--- config.mk ---
export PLATFORM = sky130hd
export DESIGN_NAME = load_align_unit
export DESIGN_NICKNAME = d
export VERILOG_FILES = /design/src/rtl/load_store_pkg.sv /design/src/rtl/load_extract.sv /design/src/rtl/load_align_unit.sv
export SDC_FILE = /design/constraint.sdc
export NUM_CORES = 1
export LEC_CHECK = 0
export BUFFER_PORTS_ARGS = -buffer_cell sky130_fd_sc_hd__buf_2
export CAP_MARGIN = 0
export CORE_ASPECT_RATIO = 2
export CORE_MARGIN = 10
export CORE_UTILIZATION = 49
export CTS_CLUSTER_DIAMETER = 50
export CTS_CLUSTER_SIZE = 10
export DETAILED_ROUTE_END_ITERATION = 6
export PLACE_DENSITY = 0.78
export SLEW_MARGIN = 10
export SYNTH_ARGS = -nofsm -noshare
export SYNTH_HDL_FRONTEND = slang
export SYNTH_SLANG_ARGS = --single-unit
--- constraint.sdc ---
create_clock -name clk -period 2.1 [get_ports clk]
set_clock_uncertainty 0.1 [all_clocks]
set_input_delay 0.105 -clock clk [delete_from_list [all_inputs] [get_ports clk]]
set_output_delay 0.105 -clock clk [all_outputs]
set_load 0.05 [all_outputs]
--- src/rtl/load_store_pkg.sv ---
// Shared load/store definitions used by the load alignment unit and by the
// store-side mask logic.
//   - F3_* : RISC-V load func3 encodings
//   - lsu_state_t : load tracking state (IDLE / WAIT)
//   - load_legal() : true when a func3/offset pair is a legal, aligned load
package load_store_pkg;

    localparam logic [2:0] F3_LB  = 3'b000;
    localparam logic [2:0] F3_LH  = 3'b001;
    localparam logic [2:0] F3_LW  = 3'b010;
    localparam logic [2:0] F3_LBU = 3'b100;
    localparam logic [2:0] F3_LHU = 3'b101;

    typedef enum logic {
        IDLE = 1'b0,
        WAIT = 1'b1
    } lsu_state_t;

    // Halfwords must sit on an even byte, words on a word boundary.
    // Encodings 011/110/111 are not loads and are rejected outright.
    function automatic logic load_legal(input logic [2:0] func3,
                                        input logic [1:0] offset);
        case (func3)
            F3_LB, F3_LBU: load_legal = 1'b1;
            F3_LH, F3_LHU: load_legal = ~offset[0];
            F3_LW:         load_legal = (offset == 2'b00);
            default:       load_legal = 1'b0;
        endcase
    endfunction

endpackage

--- src/rtl/load_extract.sv ---
// Combinational lane select and extension of a word-aligned read word.
// Ports:
//   func3  in  3      load type of the captured load
//   offset in  2      byte offset inside the word
//   rdata  in  WIDTH  word-aligned memory read data
//   data   out WIDTH  selected byte/half/word, sign- or zero-extended
module load_extract
    import load_store_pkg::*;
#(
    parameter int WIDTH = 32
) (
    input  logic [2:0]       func3,
    input  logic [1:0]       offset,
    input  logic [WIDTH-1:0] rdata,
    output logic [WIDTH-1:0] data
);

    logic [7:0]  byte_sel;
    logic [15:0] half_sel;

    // Byte lane k lives at bits 8k+7:8k; the half lane is picked by offset[1].
    assign byte_sel = rdata[{offset, 3'b000} +: 8];
    assign half_sel = rdata[{offset[1], 4'b0000} +: 16];

    always_comb begin
        // NOTE: data gets a default before the case so every path assigns it and no latch is inferred.
        data = rdata;
        case (func3)
            F3_LB:   data = {{(WIDTH-8){byte_sel[7]}}, byte_sel};
            F3_LBU:  data = {{(WIDTH-8){1'b0}}, byte_sel};
            F3_LH:   data = {{(WIDTH-16){half_sel[15]}}, half_sel};
            F3_LHU:  data = {{(WIDTH-16){1'b0}}, half_sel};
            default: data = rdata;
        endcase
    end

endmodule

--- src/rtl/load_align_unit.sv ---
// Load-side alignment unit between the X-stage load request and the data
// memory read port. Tracks one outstanding load, stalls the pipeline until
// its response arrives, then writes back the aligned, extended result.
// Ports:
//   clk, rst            clock, synchronous active-high reset
//   load_X_i            valid load in X
//   func3_X_i           load func3
//   byte_offset_X_i     addr[1:0] of the load
//   rd_X_i              destination register
//   flush_i             kill X request and any outstanding load
//   mem_resp_valid_i    read data valid
//   mem_rdata_i         word-aligned read data
//   stall_o             comb: load outstanding with no response this cycle
//   wb_valid_o          registered pulse: wb_data_o / wb_rd_o valid
//   wb_data_o           registered load result (holds when not valid)
//   wb_rd_o             registered destination register (holds when not valid)
//   misaligned_o        registered pulse: load rejected
module load_align_unit
    import load_store_pkg::*;
#(
    parameter int WIDTH = 32,
    parameter int RD_W  = 5
) (
    input  logic             clk,
    input  logic             rst,
    input  logic             load_X_i,
    input  logic [2:0]       func3_X_i,
    input  logic [1:0]       byte_offset_X_i,
    input  logic [RD_W-1:0]  rd_X_i,
    input  logic             flush_i,
    input  logic             mem_resp_valid_i,
    input  logic [WIDTH-1:0] mem_rdata_i,
    output logic             stall_o,
    output logic             wb_valid_o,
    output logic [WIDTH-1:0] wb_data_o,
    output logic [RD_W-1:0]  wb_rd_o,
    output logic             misaligned_o
);

    lsu_state_t       state_q, state_d;
    logic [2:0]       func3_q;
    logic [1:0]       offset_q;
    logic [RD_W-1:0]  rd_q;
    logic [WIDTH-1:0] extracted;

    logic resp_fire;   // outstanding load completes this cycle
    logic slot_open;   // a new X-stage load may be accepted this cycle
    logic capture;
    logic reject;

    // Extraction works on the captured fields; the X-stage fields may already
    // belong to the next load in a back-to-back cycle.
    load_extract #(.WIDTH(WIDTH)) u_extract (
        .func3  (func3_q),
        .offset (offset_q),
        .rdata  (mem_rdata_i),
        .data   (extracted)
    );

    // Flush dominates everything: no completion, no capture, no rejection.
    assign resp_fire = (state_q == WAIT) && mem_resp_valid_i && !flush_i;
    assign slot_open = !flush_i && ((state_q == IDLE) || resp_fire);
    assign capture   = slot_open && load_X_i &&  load_legal(func3_X_i, byte_offset_X_i);
    assign reject    = slot_open && load_X_i && !load_legal(func3_X_i, byte_offset_X_i);
    assign stall_o   = (state_q == WAIT) && !mem_resp_valid_i && !flush_i;

    always_comb begin
        state_d = state_q;
        if (flush_i) begin
            state_d = IDLE;
        end else if (capture) begin
            state_d = WAIT;
        end else if (resp_fire || reject) begin
            state_d = IDLE;
        end
    end

    // NOTE: sequential state uses non-blocking assignments so every register samples pre-edge values.
    always_ff @(posedge clk) begin
        if (rst) begin
            state_q <= IDLE;
        end else begin
            state_q <= state_d;
        end
    end

    always_ff @(posedge clk) begin
        // NOTE: every register here is reset, including the captured fields and the hold-value writeback bus.
        if (rst) begin
            func3_q      <= '0;
            offset_q     <= '0;
            rd_q         <= '0;
            wb_valid_o   <= 1'b0;
            wb_data_o    <= '0;
            wb_rd_o      <= '0;
            misaligned_o <= 1'b0;
        end else begin
            wb_valid_o   <= resp_fire;
            misaligned_o <= reject;
            if (resp_fire) begin
                wb_data_o <= extracted;
                wb_rd_o   <= rd_q;
            end
            if (capture) begin
                func3_q  <= func3_X_i;
                offset_q <= byte_offset_X_i;
                rd_q     <= rd_X_i;
            end
        end
    end

endmodule

After elaboration in Yosys (flattened, before gate mapping)
Cells that the tools add are included.
- word-level logic and storage cells: 43
- input port bits: 47
- bits in registers: 50
- output and inout port bits: 40
- bitwise logic cells: 2
- multiplexer cells: 4
- shift operators: 2
- equal/unequal tests: 7
- reductions and logical operators: 20
- operators by type and width (operator ; number):
    one-hot mux 32 bit (4 select lines) ; 1
    variable part select 32 x 6 -> 16 bit ; 1
    variable part select 32 x 6 -> 8 bit ; 1
    equality test 3 bit (second input constant) ; 4
    logical AND 1 bit ; 8
    equality test 3 x 1 -> 1 bit (second input constant) ; 2
    zero test 3 bit ; 2
    OR reduction 2 bit ; 3
    equality test 3 x 2 -> 1 bit (second input constant) ; 1
    zero test 1 bit ; 3
    one-hot mux 1 bit (3 select lines) ; 1
    zero test 2 bit ; 1
    logical OR 1 bit ; 2
    two-way mux 1 bit ; 2
    NOT 1 bit ; 2
    nonzero test 2 bit ; 1

Depth between registers and ports, before layout
Gate-level depths: netlist (run 1).
- depth after elaboration: 9
- gate-level depth with buffers: 6
- gate-level depth less buffers: 4

Modules after synthesis
Synthesis (run 1) repeated with hierarchy kept, for this count alone.
- cell total of the unflattened synthesis: 335
- area total of the unflattened synthesis: 2617.5 µm²
- by module, submodules not included (module ; times used ; area an instance (µm²) ; sequential area each (µm²) ; cells an instance):
    load_align_unit ; 1 ; 1865.5 ; 1001.0 ; 219
    load_extract ; 1 ; 752.0 ; 0.0 ; 116

Least setup slack after synthesis (run 1)
OpenSTA, ideal clock, no wires.
- path type: register -> register
- from: register offset_q[0]
- to: register wb_data_o[20]
- period minus slack after synthesis: 1.830 ns
- data required time: 1.880 ns
- setup slack: 0.270 ns
- setup time: 0.120 ns
- arrival time: 1.610 ns
- cell stages (with the launch flop): 6
- buffers on the path: 1
- cell sequence: dfxtp_1 mux4_2 or2_4 a31oi_4 buf_6 a21oi_1
- longest elaborated chain between the ends: 2
- ends and longest elaborated chain (what ; line ; text):
    from (decl) ; load_align_unit.sv:42 ; logic [1:0] offset_q;
    from (signal assigned) ; load_align_unit.sv:106 ; offset_q <= byte_offset_X_i;
    variable part select 32 x 6 -> 8 bit ; load_extract.sv:22 ; assign byte_sel = rdata[{offset, 3'b000} +: 8];
    one-hot mux 32 bit (4 select lines) ; load_extract.sv:28 ; case (func3)
    to (signal assigned) ; load_align_unit.sv:101 ; wb_data_o <= extracted;
    to (decl) ; load_align_unit.sv:35 ; output logic [WIDTH-1:0] wb_data_o,
No other way between the ends.
A chain may end at the register's enable or synchronous reset.

Worst setup path in the final report (run 1)
- from: register offset_q[0]
- to: register wb_data_o[31]
The elaborated chain is that of the path after synthesis.

==> results of run 1 <==
-- area by class of cell --
cell class / count / area (um^2)
Fill cell: 371 / 1375
Multi-Input combinational cell: 188 / 1221
Sequential cell: 50 / 1001
Timing Repair Buffer: 125 / 815.8
Clock buffer: 5 / 68.82
Tap cell: 55 / 68.82
Clock inverter: 3 / 40.04
Inverter: 2 / 7.507
-- worst max-delay path, stage by stage (launching register included) --
cell,delay (ps)
dfxtp_1,440
mux4_2,540
or2_4,250
a31oi_4,420
a21oi_1,120
-- cell usage after synthesis (3+ instances only) --
master	n	area share, %
dfxtp_1	50	43
o21ai_0	32	6.9
a21oi_1	31	6.7
nand2_1	29	4.7
mux2i_1	22	9.5
nor2_1	15	2.4
clkbuf_1	14	2.3
nand3b_1	11	3.6
a211oi_1	9	2.9
nand3_1	7	1.5
mux4_2	5	4.9
buf_2	3	0.65
nor2b_1	3	0.81
-- metal layers --
metal,GRT usage [%],share of wire (%)
met1,19.63,35
met2,35.13,55
met3,5.338,7.4
met4,8.772,2.5
met5,0,0
-- cell families after synthesis --
kind of cell,after synthesis
AOI/OAI and AO/OA,81
buffers and inverters,22
muxes,29
DFF,50
and+or+nand+nor,78
-- power groups by stage --
stage | Combinational, mW | Sequential [mW] | Clock, mW
6_report | 0.255 | 0.968 | 0.676
5_1_grt | 0.276 | 0.970 | 0.723
4_1_cts | 0.251 | 0.968 | 0.684
3_5_place_dp | 0.212 | 0.990 | 0
3_3_place_gp | 0.209 | 0.990 | 0
2_1_floorplan | 0.101 | 1.01 | 0
-- sequential cells by signal, summed over array words and instances (netlist names) --
register      flops
wb_valid_o        1
misaligned_o      1
state_q           1
wb_rd_o           5
func3_q           3
rd_q              5
offset_q          2
wb_data_o        32
-- worst max path at each step --
| stage | from | to | slack [ps] | depth (start not counted) |
|---|---|---|---|---|
| 2_1_floorplan | offset_q[0]$_SDFFE_PP0P_ | wb_data_o[20]$_SDFFE_PP0P_ | 270 | 5 |
| 3_3_place_gp | offset_q[0]$_SDFFE_PP0P_ | wb_data_o[30]$_SDFFE_PP0P_ | 140 | 4 |
| 3_5_place_dp | offset_q[0]$_SDFFE_PP0P_ | wb_data_o[16]$_SDFFE_PP0P_ | 100 | 4 |
| 4_1_cts | offset_q[0]$_SDFFE_PP0P_ | wb_data_o[31]$_SDFFE_PP0P_ | 90 | 4 |
| 5_1_grt | offset_q[0]$_SDFFE_PP0P_ | wb_data_o[20]$_SDFFE_PP0P_ | 10 | 4 |
| 6_report | offset_q[0]$_SDFFE_PP0P_ | wb_data_o[31]$_SDFFE_PP0P_ | 90 | 4 |
-- through the flow --
| step | power [mW] | worst slack, ps | hold slack (ps) |
|---|---|---|---|
| after global placement | 1.199 | 144.9 | 217.8 |
| after detailed placement | 1.202 | 96.07 | 227.8 |
| after floorplan | 1.108 | 270.1 | 83.47 |
| after global routing | 1.969 | 12.13 | 3.525 |
| final | 1.900 | 92.49 | 1.148 |
| after CTS | 1.903 | 85.56 | 1.649 |
-- timing repair --
item,in CTS,in global routing
hold endpoints to repair,27,0
buffers inserted,0,0
hold buffers,27,0
==> results.yml, run 1 <==
yosys:
  post_synth_edffs: 0
  fraction_of_the_mapped_netlist_area_in_compound_gates_pct: 20.58
  yosys.cell_types.count: 33
  ys_seq_area_share_pct: 43.22
  synth_area_per_cell_um2: 8.908
  async_flop_share_pct: 0
  postSynthRegisterBits: 50
  synth_simple_gate_area_share_pct: 16.80
  netlist_instances: 260
  post_synth_instance_area_um2: 2316
  syn_nets: 307
  synth.mux.area_fraction_pct: 15.34
  synth.yosys.warnings: 0
  synth_top_family_by_area: "compound AO/OA/AOI/OAI gates"
  post_synth_fa_ha_maj_area_fraction_pct: 0
  synthXorXnorAreaFrac_pct: 0
  synth_ff_type: "dfxtp_1"
clocking:
  clock_pin_transition_on_the_worst_setup_and_hold_timing_paths_ps: 90
  resize_count_post_cts: 0
  cts_buffers: 5
  ctsLongestPathBuffers: 2
  numClockSinks: 50
  cts-root-buf: "clkbuf_8"
  clock_tree.htree_level_count: 2
  clkLatencyLatePin_ps: 300
  cts_tree: "done"
detailed_routing:
  avgRoutedWirePerCell_um: 17.86
  drc: 0
  viasPerCell: 5.565
  detailroute.via_count: 2382
  antenna_violating_nets_post_route: 0
  detail_route.first_pass.iterations: 5
  route.final.wire_length_mm: 7.646
  drtIter0Drc: 133
worst_hold_path:
  hold-path-endpoint: "wb_data_o[31]$_SDFFE_PP0P_"
  min_from: "mem_rdata_i[31]"
  holdCritPathClass: "primary input to flip-flop"
  timing.hold.worst_path_depth: 3
grt:
  grt_pass1_vias: 2483
  grt_overflow_total: 0
  grt_max_degree: 30
  grt_first_pass_wirelength_mm: 12.21
  gr-usage-all-layers_pct: 19.50
  antenna_found_initial: 0
power_and_ir_drop:
  p_per_area_nw_per_um2: 589.5
  switching_power_uw: 462.5
  power.share.sequential_pct: 51.0
  power.static_leakage_nw: 1.409
  internal-power_mw: 1.437
  combinationalPowerShare_pct: 13.4
  sw_frac_of_total_pct: 24.34
  ir_drop_worst_vdd_v: 0.0006114
  power.clock.fraction_pct: 35.6
layout:
  final_layout_size_suffix_gt1_share_pct: 31.64
  final_cell_mix: "buf_2, dfxtp_1, o21ai_0"
  finish.cell_count_without_fillers: 428
  layout_commonest_cell: "buf_2"
  antenna-diode-count: 0
  final_nets: 419
  area_growth_pct: 39.17
  total_non_filler_cell_area_in_the_finished_layout_um2: 3223
  final_core_utilization_pct: 70.10
placed_design:
  place_inst: 393
  detailedPlacementHpwl_mm: 5.561
  globalplace.congestion: 0.8636
  io_buffer_count: 86
  post_placement_cell_area_um2: 2844
worst_setup_path:
  reg2regPathDepth: 4
  worst-r2r-setup-slack_ps: 90
  setup.worst_path.class: "flip-flop to flip-flop"
  critical_path_required_ps: 2180
  reg_to_reg_start: "offset_q[0]$_SDFFE_PP0P_"
  path_max_fanout: 16
  critical_path.startpoint_type: "flip-flop"
  end_kind: "flip-flop"
  reg2reg_to: "wb_data_o[31]$_SDFFE_PP0P_"
  worstPathArrival_ps: 2090
timing:
  final-setup-viol-count: 0
  timing.final.max_slew_violations: 0
  rsz0062_at_grt: "no"
  layout_worst_path_cycle_share_pct: 95.60
  maxSlewHeadroom_pct: 59.71
  fmax_ghz: 0.4981
  finalCriticalPeriod_ps: 2008
  setup-tns-final_ps: 0
  worst_slew_pin_slew_ps: 603.7
  hold_viol: 0
die:
  num_rows: 35
  placeableCoreArea_um2: 4598
  starting_utilization_of_the_core_area_pct: 50.37
  floorplan.die_area_um2: 8043
  die_h_um: 117.2
  die_x_um: 68.62
  design.portCount: 87
outcome:
  run_status: "finished clean"
flow_run:
  max-cap-violations: 0
Power figures use the tool's default switching activity.
==> run 2, diff against run 1 <==
--- a/config.mk
+++ b/config.mk
@@ -14,6 +14,7 @@
 export CTS_CLUSTER_SIZE = 10
 export DETAILED_ROUTE_END_ITERATION = 6
 export PLACE_DENSITY = 0.78
+export RECOVER_POWER = 50
 export SLEW_MARGIN = 10
 export SYNTH_ARGS = -nofsm -noshare
 export SYNTH_HDL_FRONTEND = slang
==> constraint.sdc (replaced) <==
create_clock -name clk -period 2.1 [get_ports clk]
set_clock_uncertainty 0.1 [all_clocks]
set_input_delay 0.42 -clock clk [delete_from_list [all_inputs] [get_ports clk]]
set_output_delay 0.42 -clock clk [all_outputs]
set_load 0.05 [all_outputs]
==> results.yml, run 2 (synthesized netlist as in run 1, its figures left out) <==
die:
  die_h_um: 117.2
  num_rows: 35
  starting_utilization_of_the_core_area_pct: 50.37
  die_x_um: 68.62
  design.portCount: 87
  floorplan.die_area_um2: 8043
  placeableCoreArea_um2: 4598
outcome:
  run_status: "finished clean"
detailed_routing:
  detail_route.first_pass.iterations: 4
  route.final.wire_length_mm: 7.150
  drc: 0
  antenna_violating_nets_post_route: 0
  drtIter0Drc: 138
  avgRoutedWirePerCell_um: 17.70
  viasPerCell: 5.614
  detailroute.via_count: 2268
flow_run:
  max-cap-violations: 0
timing:
  setup-tns-final_ps: 0
  final-setup-viol-count: 0
  rsz0062_at_grt: "no"
  fmax_ghz: 0.5334
  setup_slack_ps: 225.4
  worst_slew_pin_slew_ps: 739.2
  finalCriticalPeriod_ps: 1875
  timing.final.max_slew_violations: 0
  hold_viol: 0
  layout_worst_path_cycle_share_pct: 89.27
  maxSlewHeadroom_pct: 50.72
layout:
  final_nets: 394
  largest_registers: "wb_data_o: 32 flops, rd_q: 5 flops, wb_rd_o: 5 flops"
  largest_register_ffs: 32
  area_growth_pct: 26.26
  num-fill-cells: 437
  final_layout_size_suffix_gt1_share_pct: 23.85
  register_area_um2: 1001
  final_core_utilization_pct: 63.59
  final_cell_mix: "buf_2, dfxtp_1, clkbuf_1"
  registers.top_by_ff_count: "wb_data_o"
  multiInputGateArea_um2: 1221
  layout_commonest_cell: "buf_2"
power_and_ir_drop:
  ir_drop_worst_vdd_v: 0.0005306
  power.static_leakage_nw: 1.139
  p_per_area_nw_per_um2: 637.7
worst_setup_path:
  critical_path_required_ps: 2200
  critical_path.max_stage_delay_ps: 550
  worstPathArrival_ps: 1980
  reg_to_reg_start: "offset_q[0]$_SDFFE_PP0P_"
  critical_path.startpoint_type: "flip-flop"
  reg2regPathDepth: 5
  timing.critical_path.slowest_stage_cell: "mux4_2"
  end_kind: "flip-flop"
  worst-r2r-setup-slack_ps: 230
  crit_path_cell_trace: "mux4_2, or2_4, a31oi_4, buf_12, a21oi_1"
  setup.worst_path.class: "flip-flop to flip-flop"
  reg2reg_to: "wb_data_o[27]$_SDFFE_PP0P_"
  path_max_fanout: 16
grt:
  grt_overflow_total: 0
  grt_max_degree: 41
  antenna_found_initial: 1
  grt_first_pass_wirelength_mm: 11.36
  grt_pass1_vias: 2406
  gr-usage-all-layers_pct: 18.22
clocking:
  clock_tree.htree_level_count: 2
  ctsLongestPathBuffers: 2
  clock_pin_transition_on_the_worst_setup_and_hold_timing_paths_ps: 90
  cts_tree: "done"
  clkLatencyLatePin_ps: 300
  numClockSinks: 50
  resize_count_post_cts: 0
  cts-root-buf: "clkbuf_8"
  postCtsHoldBufs: 0
  cts_setup_buffers: 0
  cts_buffers: 5
placed_design:
  globalplace.congestion: 0.8613
  io_buffer_count: 86
  detailedPlacementHpwl_mm: 5.591
  place_ws_ps: 166.2
worst_hold_path:
  min_from: "flush_i"
  hold-path-endpoint: "state_q$_SDFFE_PP0P_"
  holdCritPathClass: "primary input to flip-flop"
  timing.hold.worst_path_depth: 2
==> run 2: layout make-up <==
| class | instances | share of cell area (%) |
|---|---|---|
| inverter | 2 | 0.2567 |
| timing repair buffer | 100 | 17.42 |
| antenna | 1 | 0.08558 |
| sequential | 50 | 34.23 |
| tap | 55 | 2.353 |
| clock buffer | 5 | 2.353 |
| clock inverter | 3 | 1.540 |
| multi-input combinational | 188 | 41.76 |
==> run 2: critical path, delay by kind of cell (launching register included) <==
family                 cells  cell delay, ps
muxes                      1             550
and+or+nand+nor            1             250
DFF                        1             450
AOI/OAI and AO/OA          2             270
buffers and inverters      1             170
==> run 2: how the worst max path moves through the flow <==
stage	start	to	slack, ps	cells after the start
after floorplan	offset_q[0]$_SDFFE_PP0P_	wb_data_o[20]$_SDFFE_PP0P_	270	5
after global placement	mem_rdata_i[31]	wb_data_o[30]$_SDFFE_PP0P_	200	6
after detailed placement	mem_rdata_i[31]	wb_data_o[27]$_SDFFE_PP0P_	170	6
after CTS	offset_q[0]$_SDFFE_PP0P_	wb_data_o[27]$_SDFFE_PP0P_	220	5
after global routing	offset_q[0]$_SDFFE_PP0P_	wb_data_o[26]$_SDFFE_PP0P_	130	5
final	offset_q[0]$_SDFFE_PP0P_	wb_data_o[27]$_SDFFE_PP0P_	230	5
==> run 2: per-stage QoR <==
stage                     area [um^2]  cells  hold WS (ps)  power (mW)
after global placement           2859    395         338.9       1.200
after CTS                        2973    403         226.6       1.875
after global routing             2924    404         224.0       1.935
after floorplan                  2316    260         331.6       1.108
final                            2924    404         231.3       1.865
after detailed placement         2859    395         343.2       1.205
==> run 2: metal layers <==
metal,GRT usage [%],vias to the layer above,share of wire [%]
met5,0,-,0
met1,18.50,1061,37
met4,10.80,0,4.2
met2,31.91,78,53
met3,4.290,21,6.0
li1,-,1108,-
==> run 2: power breakdown <==
group	switching, mW	total (mW)	leakage, nW	internal, mW
sequential	0.00868	0.968	0.404	0.959
clock	0.328	0.683	0.0504	0.354
combinational	0.120	0.214	0.685	0.0935
total	0.457	1.86	1.14	1.41
==> run 3, diff against run 2 <==
--- a/config.mk
+++ b/config.mk
@@ -9,11 +9,11 @@
 export CAP_MARGIN = 0
 export CORE_ASPECT_RATIO = 2
 export CORE_MARGIN = 10
-export CORE_UTILIZATION = 49
+export CORE_UTILIZATION = 30
 export CTS_CLUSTER_DIAMETER = 50
 export CTS_CLUSTER_SIZE = 10
 export DETAILED_ROUTE_END_ITERATION = 6
-export PLACE_DENSITY = 0.78
+export PLACE_DENSITY = 0.51
 export RECOVER_POWER = 50
 export SLEW_MARGIN = 10
 export SYNTH_ARGS = -nofsm -noshare
==> results.yml, run 3 (synthesized netlist as in run 1, its figures left out) <==
outcome:
  run_status: "finished clean"
layout:
  num-fill-cells: 851
  register_area_um2: 1001
  final_layout_size_suffix_gt1_share_pct: 22.99
  largest_register_ffs: 32
  final_cell_mix: "dfxtp_1, buf_2, clkbuf_1"
  registers.top_by_ff_count: "wb_data_o"
  final_nets: 396
  layout_commonest_cell: "dfxtp_1"
  area_growth_pct: 29.93
  largest_registers: "wb_data_o: 32 flops, rd_q: 5 flops, wb_rd_o: 5 flops"
  multiInputGateArea_um2: 1221
timing:
  final-setup-viol-count: 0
  hold_viol: 0
  rsz0062_at_grt: "no"
  layout_worst_path_cycle_share_pct: 90.79
  finalHoldWorstSlack_ps: 260.2
  setup-tns-final_ps: 0
  worst_slew_pin_slew_ps: 708.2
  fmax_ghz: 0.5245
  finalCriticalPeriod_ps: 1907
  maxSlewHeadroom_pct: 52.99
  timing.final.max_slew_violations: 0
power_and_ir_drop:
  power.static_leakage_nw: 1.154
  p_per_area_nw_per_um2: 656.6
  ir_drop_worst_vdd_v: 0.0003653
clocking:
  cts-root-buf: "clkbuf_16"
  postCtsHoldBufs: 0
  cts_buffers: 5
  clkLatencyLatePin_ps: 290
  clock_pin_transition_on_the_worst_setup_and_hold_timing_paths_ps: 60
  cts_setup_buffers: 0
  ctsLongestPathBuffers: 2
  resize_count_post_cts: 0
  numClockSinks: 50
  cts_tree: "done"
  clock_tree.htree_level_count: 2
detailed_routing:
  drc: 0
  drtIter0Drc: 143
  antenna_violating_nets_post_route: 0
  route.met3.wl_um: 523
  detailroute.wirelength.met2_mm: 4.167
  viasPerCell: 5.129
  route.final.wire_length_mm: 7.924
  route.top_layer_used: "met4"
  detail_route.first_pass.iterations: 4
  detailroute.via_count: 2272
  routedLengthMet1_mm: 2.962
  avgRoutedWirePerCell_um: 17.89
worst_setup_path:
  worstPathArrival_ps: 1980
  end_kind: "flip-flop"
  path_max_fanout: 16
  setup.worst_path.class: "flip-flop to flip-flop"
  critical_path_required_ps: 2180
  critical_path.startpoint_type: "flip-flop"
placed_design:
  detailedPlacementHpwl_mm: 6.325
  io_buffer_count: 86
  globalplace.congestion: 0.8253
die:
  num_rows: 45
  floorplan.die_area_um2: 11850
  die_x_um: 82.13
  placeableCoreArea_um2: 7545
  starting_utilization_of_the_core_area_pct: 30.70
  design.portCount: 87
  die_h_um: 144.3
worst_hold_path:
  holdCritPathClass: "primary input to flip-flop"
grt:
  antenna_found_initial: 1
  grt_overflow_total: 0
  grt_first_pass_wirelength_mm: 12.36
  grt_pass1_vias: 2369
  grt_max_degree: 33
  gr-usage-all-layers_pct: 13.65
flow_run:
  max-cap-violations: 0
## run 3: cell types whose count changed in the layout (fill, tap and decap cells not counted), sizes merged
cell      change
bufinv        -1
clkinvlp      -2
clkbuf        +4
buf           -1
## run 3: routing by layer
metal / GRT usage, % / up-vias
met2: 23.82 / 74
met4: 6.667 / 0
li1: - / 1109
met3: 4.353 / 15
met5: 0 / -
met1: 14.01 / 1074
## run 3: worst max-delay path, cell delays in order, from the launching register on
cell,delay (ps)
dfxtp_1,450
mux4_2,540
or2_4,250
a31oi_4,200
buf_12,170
a21oi_1,80
## run 3: path summary, 6_finish.rpt
| kind | start | endpoint | slack (ps) | depth (start not counted) |
|---|---|---|---|---|
| max | offset_q[0]$_SDFFE_PP0P_ | wb_data_o[30]$_SDFFE_PP0P_ | 190 | 5 |
| max reg2reg | offset_q[0]$_SDFFE_PP0P_ | wb_data_o[30]$_SDFFE_PP0P_ | 190 | 5 |
| min | flush_i | state_q$_SDFFE_PP0P_ | 260 | 2 |
| min reg2reg | rd_q[4]$_SDFFE_PP0P_ | wb_rd_o[4]$_SDFFE_PP0P_ | 360 | 2 |
## run 3: report_power, final
group	leakage [nW]	total (mW)	internal (mW)	switching (mW)
Sequential	0.404	0.971	0.960	0.0109
Clock	0.0688	0.792	0.461	0.331
Combinational	0.681	0.212	0.0939	0.119
Total	1.15	1.98	1.51	0.461
## run 3: stage by stage
stage | instances | util [%] | instance area, um^2 | total power [mW] | setup WS (ps)
global placement | 436 | 38.74 | 2923 | 1.207 | 194.7
global route | 443 | 39.88 | 3009 | 2.051 | 107.8
finish | 443 | 39.88 | 3009 | 1.976 | 193.3
CTS | 442 | 40.58 | 3062 | 2.005 | 198.2
floorplan | 260 | - | 2316 | 1.108 | 270.1
detailed placement | 436 | 38.74 | 2923 | 1.208 | 165.0
## run 3: cell type report
class                      count  area share [%]
timing repair buffer         102           17.30
sequential                    50           33.26
clock buffer                   6           4.615
multi-input combinational    188           40.58
tap                           94           3.909
antenna                        1         0.08316
inverter                       2          0.2495
